<file path="src/rtl/iiitb_univ_shreg.sv">
// iiitb_univ_shreg: universal shift register with word-completion pulse.
//
// Purpose:
//   A WIDTH-bit register that can hold, shift right, shift left or load in
//   parallel. A shift counter tracks progress through a word. Each time WIDTH
//   shifts complete, done pulses high for one cycle. Left and right shifts
//   count alike.
//
// Ports:
//   clk      in   rising-edge clock
//   clear_n  in   asynchronous active-low reset (po, cnt and done go to 0)
//   sclr     in   synchronous clear, active-high; it has priority over mode
//   mode     in   2'b00 hold, 2'b01 shift right, 2'b10 shift left,
//                 2'b11 parallel load
//   pi       in   parallel data in [WIDTH-1:0]
//   si_r     in   serial in, enters at the MSB on a right shift
//   si_l     in   serial in, enters at the LSB on a left shift
//   po       out  register contents, straight from flops [WIDTH-1:0]
//   so_r     out  po[0]
//   so_l     out  po[WIDTH-1]
//   done     out  registered one-cycle pulse on the shift that completes a word
//
// Configuration:
//   IIITB_UNIV_SHREG_ROTATE_EN - when defined, shifts rotate the register and
//   the si_r/si_l inputs are ignored. Counter and done behaviour are the same.
module iiitb_univ_shreg #(
    parameter int WIDTH = 4
) (
    input  logic             clk,
    input  logic             clear_n,
    input  logic             sclr,
    input  logic [1:0]       mode,
    input  logic [WIDTH-1:0] pi,
    input  logic             si_r,
    input  logic             si_l,
    output logic [WIDTH-1:0] po,
    output logic             so_r,
    output logic             so_l,
    output logic             done
);

    localparam int CNT_W = $clog2(WIDTH);
    localparam logic [CNT_W-1:0] CNT_LAST = CNT_W'(WIDTH - 1);

    localparam logic [1:0] MODE_HOLD  = 2'b00;
    localparam logic [1:0] MODE_RIGHT = 2'b01;
    localparam logic [1:0] MODE_LEFT  = 2'b10;
    localparam logic [1:0] MODE_LOAD  = 2'b11;

    logic [CNT_W-1:0] cnt;
    logic [WIDTH-1:0] shift_next;

`ifdef IIITB_UNIV_SHREG_ROTATE_EN
    // The serial inputs stay on the port list but play no part in rotation.
    logic unused_serial;
    assign unused_serial = si_r ^ si_l;
`endif

    // Value the register takes when a shift happens on this edge.
    always_comb begin
        shift_next = po;
        if (mode == MODE_RIGHT) begin
`ifdef IIITB_UNIV_SHREG_ROTATE_EN
            shift_next = {po[0], po[WIDTH-1:1]};
`else
            shift_next = {si_r, po[WIDTH-1:1]};
`endif
        end else if (mode == MODE_LEFT) begin
`ifdef IIITB_UNIV_SHREG_ROTATE_EN
            shift_next = {po[WIDTH-2:0], po[WIDTH-1]};
`else
            shift_next = {po[WIDTH-2:0], si_l};
`endif
        end
    end

    always_ff @(posedge clk or negedge clear_n) begin
        if (!clear_n) begin
            po   <= '0;
            cnt  <= '0;
            done <= 1'b0;
        end else begin
            // done is high only on the edge that wraps the counter.
            done <= 1'b0;
            if (sclr) begin
                po  <= '0;
                cnt <= '0;
            end else begin
                case (mode)
                    MODE_LOAD: begin
                        po  <= pi;
                        cnt <= '0;
                    end
                    MODE_RIGHT, MODE_LEFT: begin
                        po <= shift_next;
                        if (cnt == CNT_LAST) begin
                            cnt  <= '0;
                            done <= 1'b1;
                        end else begin
                            cnt <= cnt + CNT_W'(1);
                        end
                    end
                    MODE_HOLD: begin
                        po  <= po;
                        cnt <= cnt;
                    end
                    default: begin
                        po  <= po;
                        cnt <= cnt;
                    end
                endcase
            end
        end
    end

    assign so_r = po[0];
    assign so_l = po[WIDTH-1];

endmodule

</file>
<file path="config.mk">
export PLATFORM = sky130hd
export DESIGN_NAME = iiitb_univ_shreg
export DESIGN_NICKNAME = d
export VERILOG_FILES = /design/src/rtl/iiitb_univ_shreg.sv
export SDC_FILE = /design/constraint.sdc
export NUM_CORES = 1
export LEC_CHECK = 0
export CORE_AREA = 2 2 39 41
export CTS_CLUSTER_DIAMETER = 50
export DETAILED_ROUTE_END_ITERATION = 10
export DIE_AREA = 0 0 41 43
export PLACE_DENSITY = 0.79
export SLEW_MARGIN = 30
export SYNTH_ARGS = -nofsm -noshare
export SYNTH_HDL_FRONTEND = slang
export SYNTH_SLANG_ARGS = --single-unit
</file>
<file path="constraint.sdc">
create_clock -name clk -period 1.3 [get_ports clk]
set_clock_uncertainty 0.1 [all_clocks]
set_input_delay 0.13 -clock clk [delete_from_list [all_inputs] [get_ports clk]]
set_output_delay 0.13 -clock clk [all_outputs]
set_load 0.05 [all_outputs]
</file>
==> results.md <==
- Commonest cells post-synth: dfrtp_1 (7), a21oi_1 (6), nor2_1 (5)
- Setup CP Type: flop to flop
- Min Tclk post-route: 1.25 ns
- P per Cell Area: ~920 nW/um^2
- Critical Path Sink Type: flop
- Met2 GRT Util: 0.234
- Horiz. Die Dim: about 40 um
- Post-DP HPWL: 815 um
- Via density: slightly below 5
- Area share of the largest cell type after synthesis: 0.368
- CTS tree: yes
- Worst skew pair latency: between 0.2 and 0.3 ns
- N_diodes: 0
- CTS max path bufs: 2
- Gpl congestion: 0.672
- Syn_area_per_cell: 10.1 um^2
- Startpoint type of the worst setup path: flop
- Hold Worst Slack: 0.0380 ns
- Inst Count DP: 80
- First-pass GRT wire length: between 1.5 and 2 mm
- Core area: 1380 um^2
- P_leak: 0.357 nW
- Met1 Use GR: 0.159
- Residual DRC: 0
- Drt total wl: 1.07 mm
- Num CTS Buffers: 3
- Grt peak-use layer: met2
- Outcome: finished clean
- Nets: between 80 and 90
- Mapped cell area: 475 um^2
- Area grow syn2layout: 73.4%
- Clk network pwr share: 0.253
- Top_reg_cell synth: dfrtp_1
- Crit share post-route: 0.960
- Post-synth EDFFs: 0
- Worst hold path type: input port to async pin
- Setup violations, final: 0
- Slew HR: 0.791
- Highest clock rate: about 800 MHz
- Post-place setup slack: -0.610 ns
- Yosys reg bits: 7
- I/O Pins: 18
- Slew Limit Fails: 0
- Sequential power share: 0.330
- Cell internal pwr: 0.524 mW
- Switching power of the nets: 0.237 mW
- Largest net degree at the start of global routing: 12
- CTS root buf: clkbuf_4
- Final Hold Viols: 0
- Die Ht: 43 um
- Htree depth: 1
- Netlist cell types: 17
- DR vias: 425
- Top-count cell post-synth: dfrtp_1
- Met3 Resource Use GR: 0.0157
- Yosys top cell by area: dfrtp_1
- Port buffer count: 17
- Combinational Power Share: 0.417
- Worst slew pin tran: 0.313 ns
- Layout cells sized above 1: 0.429
- Clock slew at reported path FFs: approximately 0.050 ns
- Synthesized netlist net count: 62
- Top post-synthesis cells by area: dfrtp_1 (37%), ha_1 (11%), a2111o_1 (9.5%)
- VDD IR max: between 0.5 and 0.6 mV
- Setup WS post-layout: 0.0523 ns
- Switching fraction of total power: 0.312
- Pre-antenna DRT Iters: 2
- MaxCap Viol Count: 0
- Sink Count: 7
- Starting DRT DRC Count: 3
- Sequential-to-total area share from yosys stat: 0.368
- Initial antenna violation count: 0
- Std-Cell Rows: 14
- Overall routing resource usage: 0.146
- Initial core utilization: 0.344
- Critical path data arrival time: 1.32 ns
- Fill count: 115
- Finished Layout Cells: 86
- Asr flop ratio synth: 1.00
- Crit-path max FO: 4
- DIE AREA: 1760 um^2
- Antenna-violating nets left: 0
- DR WL/cell: between 10 and 15 um
- Worst EP required: 1.37 ns
- Vias in the first global route: 426
- Cells after synthesis: 47
- Syn. warnings: 0
- Congestion Overflow GR: 0
[power by group through the flow]
stage	clock network, mW	logic (mW)	registers (mW)
finish	0.192	0.317	0.251
global route	0.211	0.341	0.253
CTS	0.201	0.315	0.251
detailed placement	0	0.286	0.255
global placement	0	0.281	0.254
floorplan	0	0.111	0.293
[final cells by class]
class / instances / area (um^2) / share of cell area
flip-flops and latches: 7 / 180 / 0.219
inverters: 2 / 7.51 / 0.00910
multi-input cells: 32 / 285 / 0.346
repair buffers: 25 / 305 / 0.370
well taps: 16 / 20.0 / 0.0243
clock buffers: 4 / 26.3 / 0.0319
[layout by cell type (no fill, tap or decap), types with 2 or more instances in the layout]
cell type	Yosys	layout
a2111o_1	4	4
a21oi_1	6	4
a21oi_2	0	2
buf_12	0	8
buf_2	1	2
buf_4	2	6
clkbuf_4	0	3
clkdlybuf4s50_1	0	8
dfrtp_1	7	3
dfrtp_2	0	4
ha_1	4	2
ha_4	0	2
mux2i_1	4	4
nor2_1	5	5
o21ai_0	4	4
[flip-flops by register name (all words and copies together) (netlist names)]
register / count
cnt: 2
done: 1
po: 4
[per-layer routing]
metal	up-vias	share of wire
met5	-	0
met4	0	0.025
met1	196	0.40
met3	4	0.049
li1	212	-
met2	13	0.52
[what timing repair did]
action | 4_1_cts | 5_1_grt
pin swaps | 4 | 5
setup endpoints to repair | 7 | 5
resized for setup | 11 | 4
hold buffers | 0 | 0
buffers inserted | 2 | 0
[kinds of logic (layout without fill, tap and decap cells)]
| group | after synthesis | count (layout) | synth area share |
|---|---|---|---|
| AO/OA/AOI/OAI | 14 | 14 | 0.200 |
| buffers and inverters | 8 | 31 | 0.113 |
| AND/OR/NAND/NOR | 10 | 10 | 0.129 |
| multiplexers | 4 | 4 | 0.0842 |
| flip-flops | 7 | 7 | 0.368 |
| adder cells (fa/ha/maj) | 4 | 4 | 0.105 |
[through the flow]
stage | instance area (um^2) | setup TNS (ns) | util | power, mW
after floorplan | 483 | -0.0364 | - | 0.404
after global placement | 739 | -3.35 | 0.534 | 0.535
after detailed placement | 739 | -3.75 | 0.534 | 0.541
after CTS | 820 | 0 | 0.592 | 0.767
after global routing | 825 | -0.00365 | 0.596 | 0.806
final | 825 | 0 | 0.596 | 0.761
[path summary, 6_finish.rpt]
check | startpoint | to | slack, ns | cells after the start
max in group asynchronous | clear_n | po[0]$_DFFE_PN0P_ | 0.80 | 1
setup / recovery | po[1]$_DFFE_PN0P_ | po[0]$_DFFE_PN0P_ | 0.05 | 3
min in group clk | mode[0] | cnt[1]$_DFFE_PN0P_ | 0.33 | 5
hold / removal | clear_n | cnt[1]$_DFFE_PN0P_ | 0.04 | 1
hold reg to reg | cnt[1]$_DFFE_PN0P_ | cnt[1]$_DFFE_PN0P_ | 0.44 | 2
setup reg to reg | po[1]$_DFFE_PN0P_ | po[0]$_DFFE_PN0P_ | 0.05 | 3
[worst max-delay path, cell delays in order (launching register included)]
cell	delay, ns
dfrtp_2	0.41
mux2i_1	0.10
a2111o_1	0.43
a21oi_2	0.14
(Power assumes the default switching activity.)
==> RTL edit (same flow settings) <==
`WIDTH`: 4 -> 2.
--- a/src/rtl/iiitb_univ_shreg.sv
+++ b/src/rtl/iiitb_univ_shreg.sv
@@ -24,7 +24,7 @@
 //   IIITB_UNIV_SHREG_ROTATE_EN - when defined, shifts rotate the register and
 //   the si_r/si_l inputs are ignored. Counter and done behaviour are the same.
 module iiitb_univ_shreg #(
-    parameter int WIDTH = 4
+    parameter int WIDTH = 2
 ) (
     input  logic             clk,
     input  logic             clear_n,
Interface: changed (resized pi and po); port bits go from 18 to 14. The function was not compared with the original's and may differ.
==> RTL edit against the original RTL <==
Sequential cell count is 3 lower. Highest routed layer is now met3. Design area down 31%. Wire length shrank 34%. Area after synthesis down 45%. Clock power is 21% lower. Total power shrank 32%. Maximum frequency about the same. Count of clock-buffer cells in the layout shrank 1. Utilization is 19 points lower. Setup slack improved by 0.00062 ns. Critical path depth rose by 3.
==> RTL edit: results (changes against the original RTL) <==
- Largest net degree at the start of global routing: 6 (-6)
- Synth Area in Adders: 14.35% (+3.8 points)
- Regs by FF count: po (2), cnt (1), done (1)
- Synth area leaders: dfrtp_1, ha_1, a2111o_1
- Layout cells sized above 1: 44.90% (+2.0 points)
- I/O Buffers: 13 (-4)
- Nets: 63 (-27%)
- Top post-synthesis cells by count: dfrtp_1, a21oi_1, ha_1, nor2_1
- Number of global-route vias before repair: 304 (-29%)
- Hold Path Class: input pin to register
- Seq/Total Area, Yosys: 38.28% (+1.4 points)
- Worst ir drop on vdd: 0.3626 mV (-32%)
- CP Data Arrival Time: 1.30 ns (-0.02 ns)
- Leak: 0.2545 nW (-29%)
- Reg2reg setup slack: 0.19 ns (+0.14 ns)
- Top Usage Layer GRT: met2
- Worst R2R End: po[1]
- Part of the power in registers: 27.6% (-5.4 points)
- Place WS: -0.4833 ns (+0.1268 ns)
- Via count: 268 (-37%)
- Max Used Layer: met3
- Final wirelength: 709 µm (-34%)
- Met1 Use GR: 7.818% (-8.1 points)
- Hold path cells: 2
- Slew Limit Headroom: 89.25% (+10 points)
- Initial DRC count: 1 (-2)
- Routed length on met2: 407 µm (-28%)
- Global placement routability congestion: 0.6898 (+2.7%)
- Maximum clock frequency: 801.9 MHz (about the same)
- Setup bufs post-CTS: 1 (-1)
- Hold Path End: po[1]
- Sw Ratio: 30.41% (-0.78 points)
- M3 GR Usage: 3.141% (+1.6 points)
- Gate power share: 42.8% (+1.1 points)
- CTS buffer count: 3 (unchanged)
- First-pass GRT wire length: 1145 µm (-33%)
- Syn nets: 39 (-37%)
- PostCTS Resize Cnt: 8 (-3)
- Post-Synth XOR/XNOR Area: 0% (unchanged)
- TritonRoute pass-1 iters: 4 (+2)
- # H-tree levels: 1 (unchanged)
- Crit path max fanout: 3 (-1)
- Post-CTS Hold Buffers: 1 (+1)
- Tot GR Track Use: 10.08% (-4.5 points)
- Netlist cell types: 12 (-5)
- Status: finished, final reports clean
- Reg2reg start: po[0]
- M1 WL: 244 µm (-43%)
- Worst min-delay path startpoint: sclr
- Met2 Use GR: 19.06% (-4.4 points)
- Worst Setup SP: mode[0]
- Synthesis Warnings: 0 (unchanged)
- Compound-Gate Fraction of Synth Area: 18.18% (-1.8 points)
- Clock-pin slew on the worst setup and hold paths: 0.04 ns
- Ys flop type: dfrtp_1
- Latest clock arrival within the worst-skew pair: 0.23 ns (-0.02 ns)
- Met3 WL: 58 µm (+12%)
- Hold Slack: 0.4220 ns (+0.3839 ns)
- Mux cell area share after synthesis: 7.656% (-0.77 points)
## RTL edit: cell count changes after synthesis, moves of 2 or more
cell,before,now
nor2_1,5,3
o21ai_0,4,2
dfrtp_1,7,4
a2111o_1,4,2
buf_6,2,0
a21oi_1,6,3
mux2i_1,4,2
## RTL edit: worst max-delay path: stages
cell	delay, ns
dlygate4sd2_1	0.25
buf_6	0.12
ha_4	0.16
mux2i_1	0.12
a2111o_1	0.37
a21oi_2	0.13
## RTL edit: area by class of cell
cell class                      count  area (µm²)
Fill cell                         140       817.0
Timing Repair Buffer               21       244.0
Inverter                            2       7.507
Clock buffer                        3       22.52
Multi-Input combinational cell     19       170.2
Tap cell                           16       20.02
Sequential cell                     4       102.6
## RTL edit: through the flow
stage	utilization (%)	total power, mW	instances	cell area [µm²]
global route	40.96	0.5409	65	566.8
finish	40.96	0.5142	65	566.8
floorplan	-	0.2352	27	264.0
detailed placement	35.71	0.3428	60	494.2
CTS	40.78	0.5200	65	564.3
global placement	35.71	0.3391	60	494.2
